## src/rtl/tx_frame_arbiter_pkg.sv

```systemverilog
// Shared definitions for the TX frame arbiter: FSM encoding, byte selects, clog2.
package tx_frame_arbiter_pkg;

   typedef enum logic [1:0] {
      IDLE    = 2'b00,
      SEND_LO = 2'b01,
      SEND_HI = 2'b10
   } state_t;

   // Byte lane indices within a payload word; low byte goes out first.
   localparam int BYTE_LO = 0;
   localparam int BYTE_HI = 1;

   // Ceiling log2, used to size index fields from a requester count.
   function automatic int clog2(input int n);
      int r;
      r = 0;
      while ((1 << r) < n) r++;
      return r;
   endfunction

endpackage

```

## src/rtl/tx_frame_arbiter_rr_arbiter.sv

```systemverilog
// Combinational round-robin picker: first set request after ptr, wrapping.
module rr_arbiter
   import tx_frame_arbiter_pkg::*;
#(
   parameter int NUM_REQ  = 3,
   parameter int ID_WIDTH = 2
) (
   input  logic [NUM_REQ-1:0]  req,
   input  logic [ID_WIDTH-1:0] ptr,
   output logic [NUM_REQ-1:0]  grant,
   output logic [ID_WIDTH-1:0] winner,
   output logic                any_req
);

   logic found;

   // Scan ptr+1, ptr+2, ... modulo NUM_REQ; the first hit wins.
   always_comb begin
      grant  = '0;
      winner = '0;
      found  = 1'b0;
      for (int off = 1; off <= NUM_REQ; off++) begin
         for (int j = 0; j < NUM_REQ; j++) begin
            if (!found && req[j] && (j == ((int'(ptr) + off) % NUM_REQ))) begin
               found    = 1'b1;
               winner   = ID_WIDTH'(j);
               grant[j] = 1'b1;
            end
         end
      end
   end

   assign any_req = |req;

endmodule

```

## src/rtl/tx_frame_arbiter.sv

```systemverilog
// Round-robin arbiter that serialises 1- or 2-byte responses into the TX FIFO.
module tx_frame_arbiter
   import tx_frame_arbiter_pkg::*;
#(
   parameter int DATA_WIDTH = 8,
   parameter int OUT_WIDTH  = 16,
   parameter int NUM_REQ    = 3,
   parameter int ID_WIDTH   = 2
) (
   input  logic                          CLK,
   input  logic                          RST,
   input  logic [NUM_REQ-1:0]            REQ,
   input  logic [NUM_REQ*OUT_WIDTH-1:0]  REQ_DATA,
   input  logic [NUM_REQ-1:0]            REQ_TWO_BYTE,
   input  logic                          FIFO_FULL,
   output logic [NUM_REQ-1:0]            ACK,
   output logic [DATA_WIDTH-1:0]         TX_P_DATA,
   output logic                          TX_DATA_VALID,
   output logic [ID_WIDTH-1:0]           GRANT_ID,
   output logic                          BUSY
);

   state_t                state, next_state;
   logic [ID_WIDTH-1:0]   ptr, winner;
   logic [NUM_REQ-1:0]    grant;
   logic                  any_req, load;
   logic [OUT_WIDTH-1:0]  payload, sel_data;
   logic                  two_byte, sel_two;
   logic [DATA_WIDTH-1:0] last_byte, tx_byte;
   logic                  tx_valid;

   rr_arbiter #(
      .NUM_REQ  (NUM_REQ),
      .ID_WIDTH (ID_WIDTH)
   ) u_rr (
      .req     (REQ),
      .ptr     (ptr),
      .grant   (grant),
      .winner  (winner),
      .any_req (any_req)
   );

   // Pick the winner's payload slice and length flag.
   always_comb begin
      sel_data = '0;
      sel_two  = 1'b0;
      for (int j = 0; j < NUM_REQ; j++) begin
         if (grant[j]) begin
            sel_data = REQ_DATA[j*OUT_WIDTH +: OUT_WIDTH];
            sel_two  = REQ_TWO_BYTE[j];
         end
      end
   end

   // State register.
   always_ff @(posedge CLK or posedge RST) begin
      if (RST) state <= IDLE;
      else     state <= next_state;
   end

   // Next-state and byte-write outputs; a write completes only when the FIFO has room.
   always_comb begin
      next_state = state;
      load       = 1'b0;
      tx_valid   = 1'b0;
      tx_byte    = last_byte;
      case (state)
         IDLE: begin
            if (any_req) begin
               load       = 1'b1;
               next_state = SEND_LO;
            end
         end
         SEND_LO: begin
            tx_byte  = payload[BYTE_LO*DATA_WIDTH +: DATA_WIDTH];
            tx_valid = !FIFO_FULL;
            if (tx_valid) next_state = two_byte ? SEND_HI : IDLE;
         end
         SEND_HI: begin
            tx_byte  = payload[BYTE_HI*DATA_WIDTH +: DATA_WIDTH];
            tx_valid = !FIFO_FULL;
            if (tx_valid) next_state = IDLE;
         end
         default: next_state = IDLE;
      endcase
   end

   // Grant bookkeeping, payload latch and last-byte hold for the idle data bus.
   always_ff @(posedge CLK or posedge RST) begin
      if (RST) begin
         ptr       <= ID_WIDTH'(NUM_REQ - 1);
         GRANT_ID  <= '0;
         ACK       <= '0;
         payload   <= '0;
         two_byte  <= 1'b0;
         last_byte <= '0;
      end else begin
         ACK       <= load ? grant : '0;
         last_byte <= tx_byte;
         if (load) begin
            ptr      <= winner;
            GRANT_ID <= winner;
            payload  <= sel_data;
            two_byte <= sel_two;
         end
      end
   end

   assign TX_P_DATA     = tx_byte;
   assign TX_DATA_VALID = tx_valid;
   assign BUSY          = (state != IDLE);

endmodule
```

## config.mk

```make
export PLATFORM = sky130hd
export DESIGN_NAME = tx_frame_arbiter
export DESIGN_NICKNAME = d
export VERILOG_FILES = /design/src/rtl/tx_frame_arbiter_pkg.sv /design/src/rtl/tx_frame_arbiter_rr_arbiter.sv /design/src/rtl/tx_frame_arbiter.sv
export SDC_FILE = /design/constraint.sdc
export NUM_CORES = 1
export LEC_CHECK = 0
export CORE_MARGIN = 2
export CORE_UTILIZATION = 57
export DETAILED_ROUTE_END_ITERATION = 12
export DONT_BUFFER_PORTS = 1
export PLACE_DENSITY = 0.75
export SYNTH_ARGS = -nofsm -noshare
export SYNTH_HDL_FRONTEND = slang
export SYNTH_SLANG_ARGS = --single-unit
```

## constraint.sdc

```tcl
create_clock -name CLK -period 2.2 [get_ports CLK]
set_clock_uncertainty 0.2 [all_clocks]
set_input_delay 0.33 -clock CLK [delete_from_list [all_inputs] [get_ports CLK]]
set_output_delay 0.33 -clock CLK [all_outputs]
set_load 0.03 [all_outputs]
```

==> impl_results.html, run 1 <==
<table>
<tr><th>Metric</th><th>Value</th></tr>
<tr><th colspan="2">Timing</th></tr>
<tr><td>Setup violations, final</td><td>17</td></tr>
<tr><td>Transition time at the pin with the least slew margin</td><td>about 1.2 ns</td></tr>
<tr><td>Final Worst Setup Slack</td><td>-0.193 ns</td></tr>
<tr><td>Final total negative setup slack</td><td>-1.92 ns</td></tr>
<tr><td>Hold violation total from the final report</td><td>0</td></tr>
<tr><td>Count of final max-slew check failures</td><td>0</td></tr>
<tr><td>Final period utilization</td><td>109%</td></tr>
<tr><td>Relative max-transition margin</td><td>between 20% and 30%</td></tr>
<tr><td>Final critical delay including setup and external delays</td><td>2.39 ns</td></tr>
<tr><td>Max Freq</td><td>418 MHz</td></tr>
<tr><td>Setup repair after global routing missed its margin</td><td>true</td></tr>
<tr><td>Worst hold slack after final layout</td><td>roughly 0.038 ns</td></tr>
<tr><th colspan="2">Placement</th></tr>
<tr><td>Worst setup slack after placement</td><td>-0.285 ns</td></tr>
<tr><td>Number of port buffers</td><td>0</td></tr>
<tr><td>Weighted congestion reported at the end of routability-driven placement</td><td>roughly 0.89</td></tr>
<tr><td>Detailed placer's ending HPWL</td><td>a little over 4 mm</td></tr>
<tr><th colspan="2">GRT</th></tr>
<tr><td>Number of global-route vias before repair</td><td>2,111</td></tr>
<tr><td>Maximum number of pins on one net before global-route repair</td><td>26</td></tr>
<tr><td>Wire length of the first global-routing pass</td><td>between 10 and 15 mm</td></tr>
<tr><td>Initial antenna violation count</td><td>0</td></tr>
<tr><td>Global-route usage over all layers</td><td>roughly a third</td></tr>
<tr><td>Total overflow reported by the global router</td><td>0</td></tr>
<tr><th colspan="2">Pwr</th></tr>
<tr><td>Worst VDD drop</td><td>between 0.001 and 0.0015 V</td></tr>
<tr><td>Relative contribution of sequential cells to total power</td><td>approximately a fifth</td></tr>
<tr><td>Power density normalized to cell area</td><td>between 1500 and 2000 nW/um^2</td></tr>
<tr><td>Share of power burned in the clock network</td><td>roughly 8%</td></tr>
<tr><td>Leakage power of the design</td><td>1.29 nW</td></tr>
<tr><td>Comb pwr share</td><td>72.9%</td></tr>
<tr><td>NetSw</td><td>about 2.8 mW</td></tr>
<tr><td>Cell-internal power</td><td>between 3 and 4 mW</td></tr>
<tr><td>Fraction of power spent switching nets</td><td>between 40% and 50%</td></tr>
<tr><th colspan="2">Run</th></tr>
<tr><td>MaxCap Viol Count</td><td>0</td></tr>
<tr><th colspan="2">Synthesis</th></tr>
<tr><td>Synthesized area per cell</td><td>9.23 um^2</td></tr>
<tr><td>Nets in the synthesized netlist</td><td>slightly below 300</td></tr>
<tr><td>Seq cells post-synth</td><td>33</td></tr>
<tr><td>Netlist Area Pre-Place</td><td>~2100 um^2</td></tr>
<tr><td>Warnings from Yosys</td><td>0</td></tr>
<tr><td>Sequential cell area fraction in the yosys report</td><td>between 30% and 40%</td></tr>
<tr><td>Cells after Synth</td><td>about 230</td></tr>
<tr><td>Count of distinct cell types in the synthesized netlist</td><td>34</td></tr>
<tr><th colspan="2">Setup path</th></tr>
<tr><td>Terminus of the critical flop-to-flop path</td><td>payload[1]$_DFFE_PP0P_</td></tr>
<tr><td>Worst setup slack for register-to-register paths</td><td>-0.19 ns</td></tr>
<tr><td>Max Fanout on Critical Path</td><td>6</td></tr>
<tr><td>CP Launch Type</td><td>flip-flop</td></tr>
<tr><td>Worst Reg2Reg Path Length in Cells</td><td>9</td></tr>
<tr><td>Critical register-to-register path startpoint</td><td>ptr[1]$_DFFE_PP1P_</td></tr>
<tr><td>Worst Setup Path Type</td><td>reg2reg</td></tr>
<tr><td>Data required, critical path</td><td>2.17 ns</td></tr>
<tr><td>CP max stage cell</td><td>dfstp_2</td></tr>
<tr><td>Worst Path Arrival</td><td>~2.4 ns</td></tr>
<tr><td>Delay contributed by the slowest stage of the critical path</td><td>about 0.57 ns</td></tr>
<tr><td>Critical path, cell by cell</td><td>buf_6 &gt; inv_4 &gt; ha_4 &gt; nor2_4 &gt; o32ai_4 &gt; buf_12 &gt; a2111oi_2 &gt; buf_4 &gt; o21ai_1</td></tr>
<tr><td>Critical path capture point type</td><td>flip-flop</td></tr>
<tr><th colspan="2">Routing</th></tr>
<tr><td>DR iter-0 viols</td><td>about 280</td></tr>
<tr><td>Average wire per standard cell</td><td>27.2 um</td></tr>
<tr><td>Total length of routed wires</td><td>8.52 mm</td></tr>
<tr><td>Vias</td><td>about 2,300</td></tr>
<tr><td>First-pass iteration count of the detailed router</td><td>5</td></tr>
<tr><td>Average vias per placed instance</td><td>7.34</td></tr>
<tr><td>DRC Markers</td><td>0</td></tr>
<tr><td>Final antenna-violating net count</td><td>0</td></tr>
<tr><th colspan="2">Run status</th></tr>
<tr><td>Violations in the final reports</td><td>negative setup slack</td></tr>
<tr><td>Run status</td><td>complete, but fails checks</td></tr>
<tr><th colspan="2">Floorplan</th></tr>
<tr><td>CORE AREA</td><td>around 3600 um^2</td></tr>
<tr><td>Die extent in x</td><td>approximately 65 um</td></tr>
<tr><td>Die Footprint</td><td>4190 um^2</td></tr>
<tr><td>Die height</td><td>64.8 um</td></tr>
<tr><td>Initial Util</td><td>58.4%</td></tr>
<tr><td>Number of core rows</td><td>22</td></tr>
<tr><td>Top-Level Pins</td><td>a little over 70</td></tr>
<tr><th colspan="2">Layout</th></tr>
<tr><td>Area growth, synth to finish</td><td>48.2%</td></tr>
<tr><td>Share of final-layout standard cells stronger than drive strength 1</td><td>a little over two fifths</td></tr>
<tr><td>Count of inserted antenna diode cells</td><td>0</td></tr>
<tr><td>Number of inserted filler cells in the final layout</td><td>147</td></tr>
<tr><td>Layout net count</td><td>~330</td></tr>
<tr><td>Most frequent cells in the layout</td><td>dfrtp_1, buf_4, nand2_1, o21ai_0, and3_1</td></tr>
<tr><td>Reg area</td><td>between 800 and 900 um^2</td></tr>
<tr><td>Multi-input gate area in the final layout</td><td>roughly 1600 um^2</td></tr>
<tr><th colspan="2">CTS</th></tr>
<tr><td>Clk_lat worst skew</td><td>just under 0.3 ns</td></tr>
<tr><td>Bufs on Longest Clock Path</td><td>2</td></tr>
<tr><td>Clock-pin slew on the worst setup and hold paths</td><td>0.08 ns</td></tr>
<tr><td>Total clock buffers created by CTS</td><td>5</td></tr>
<tr><td>Clock tree from TritonCTS</td><td>built</td></tr>
<tr><td>Clk Tree Root Cell</td><td>clkbuf_8</td></tr>
<tr><td>H-Tree Level Count</td><td>2</td></tr>
<tr><td>CTS sink cnt</td><td>33</td></tr>
<tr><th colspan="2">Hold path</th></tr>
<tr><td>Path category of the worst min-delay check</td><td>in2reg</td></tr>
<tr><td>Worst Hold Endpoint</td><td>payload[9]$_DFFE_PP0P_</td></tr>
<tr><td>Worst hold path startpoint</td><td>REQ_DATA[25]</td></tr>
<tr><td>Min-Delay Path Depth</td><td>2</td></tr>
</table>
metal layers:
metal	part of all wire (%)	track usage, %	vias up
met5	0	0	-
met4	6.2	17.8	0
met3	13	10.2	66
met2	47	53.6	217
met1	34	40.0	1080
li1	-	-	934
metrics by stage:
| stage | cell area [um^2] | instances | util (%) | total power [mW] |
|---|---|---|---|---|
| 3_5_place_dp | 2310 | 285 | 64.2 | 3.73 |
| 4_1_cts | 2730 | 300 | 75.6 | 4.70 |
| 2_1_floorplan | 2100 | 228 | - | 2.87 |
| 3_3_place_gp | 2310 | 285 | 64.2 | 3.62 |
| 5_1_grt | 3120 | 313 | 86.5 | 6.01 |
| 6_report | 3120 | 313 | 86.5 | 5.81 |
how the worst max path moves through the flow:
stage	from	endpoint	slack, ns	depth (start not counted)
after floorplan	state[1]$_DFFE_PP0P_	TX_P_DATA[4]	-0.10	6
after global placement	ptr[1]$_DFFE_PP1P_	payload[5]$_DFFE_PP0P_	-0.25	8
after detailed placement	ptr[1]$_DFFE_PP1P_	payload[5]$_DFFE_PP0P_	-0.28	8
after CTS	ptr[1]$_DFFE_PP1P_	payload[5]$_DFFE_PP0P_	-0.04	9
after global routing	ptr[1]$_DFFE_PP1P_	payload[5]$_DFFE_PP0P_	-0.23	8
final	ptr[1]$_DFFE_PP1P_	payload[1]$_DFFE_PP0P_	-0.19	9
registers in the layout, indices dropped and copies added, names as in the netlist:
| register | cells |
|---|---|
| ptr | 1 |
| last_byte | 8 |
| payload | 16 |
| state | 2 |
| GRANT_ID | 2 |
| two_byte | 1 |
| ACK | 3 |
repair_timing:
action	CTS	global route
endpoints found under the setup margin	25	25
endpoints found under the hold margin	10	0
buffers inserted	2	12
gates resized for setup	46	46
gates cloned	2	1
pin swaps	14	26
hold buffers	3	0
worst max-delay path, delay by kind of cell, from the launching register on:
| family | cells | cell delay, ns |
|---|---|---|
| buf+inv | 4 | 0.50 |
| fa+ha+maj | 1 | 0.19 |
| simple gates | 1 | 0.18 |
| compound gates | 3 | 0.63 |
| flops | 1 | 0.57 |
cell families (layout without fill, tap and decap cells):
family,Yosys count,in the layout,synth area share (%)
AOI/OAI and AO/OA,81,83,29.7
adders and majority gates,5,5,2.97
buffers and inverters,27,62,5.83
DFF,33,33,39.3
and+or+nand+nor,82,82,22.2
cell usage after synthesis, drive strengths merged:
master	number	area [um^2]
o2111ai	1	15.0
a2111oi	17	224
inv	6	22.5
or3	2	12.5
o32ai	1	27.5
nand2b	2	12.5
dfrtp	32	801
a21oi	11	55.1
nand2	26	97.6
nor4b	17	149
buf	9	55.0
clkbuf	12	45.0
a22oi	8	60.1
dfstp	1	26.3
a21o	3	22.5
and2	4	26.3
a22o	1	8.76
o2111a	1	12.5
o21ai	36	180
or4b	1	10.0
o211a	1	10.0
o21ba	1	10.0
nor2	11	41.3
nor2b	1	6.26
and3	17	106
ha	5	62.6
nor3	1	5.00
power groups by stage:
stage / clock network [mW] / registers [mW] / logic, mW
final: 0.454 / 1.12 / 4.24
after global routing: 0.469 / 1.13 / 4.41
after CTS: 0.436 / 1.08 / 3.19
after detailed placement: 0 / 1.09 / 2.65
after global placement: 0 / 1.07 / 2.55
after floorplan: 0 / 1.04 / 1.82
area by class of cell:
class / instances / share of cell area, %
well taps: 48 / 1.93
clock inverters: 2 / 0.321
multi-input cells: 170 / 52.3
clock buffers: 6 / 2.33
flip-flops and latches: 33 / 26.6
repair buffers: 48 / 15.7
inverters: 6 / 0.803
No activity file was read; power rests on OpenSTA's default activity.
==> run 2, diff against run 1 <==
--- a/config.mk
+++ b/config.mk
@@ -10,6 +10,7 @@
 export DETAILED_ROUTE_END_ITERATION = 12
 export DONT_BUFFER_PORTS = 1
 export PLACE_DENSITY = 0.75
+export SLEW_MARGIN = 20
 export SYNTH_ARGS = -nofsm -noshare
 export SYNTH_HDL_FRONTEND = slang
 export SYNTH_SLANG_ARGS = --single-unit
==> results of run 2 <==
Same layout as run 1: the final DEF is identical, and so are final timing and power.
==> run 3, diff against run 2 <==
--- a/config.mk
+++ b/config.mk
@@ -9,6 +9,7 @@
 export CORE_UTILIZATION = 57
 export DETAILED_ROUTE_END_ITERATION = 12
 export DONT_BUFFER_PORTS = 1
+export HOLD_SLACK_MARGIN = 0.02
 export PLACE_DENSITY = 0.75
 export SLEW_MARGIN = 20
 export SYNTH_ARGS = -nofsm -noshare
==> results of run 3 <==
Same layout as run 1: the final DEF is identical, and so are final timing and power.
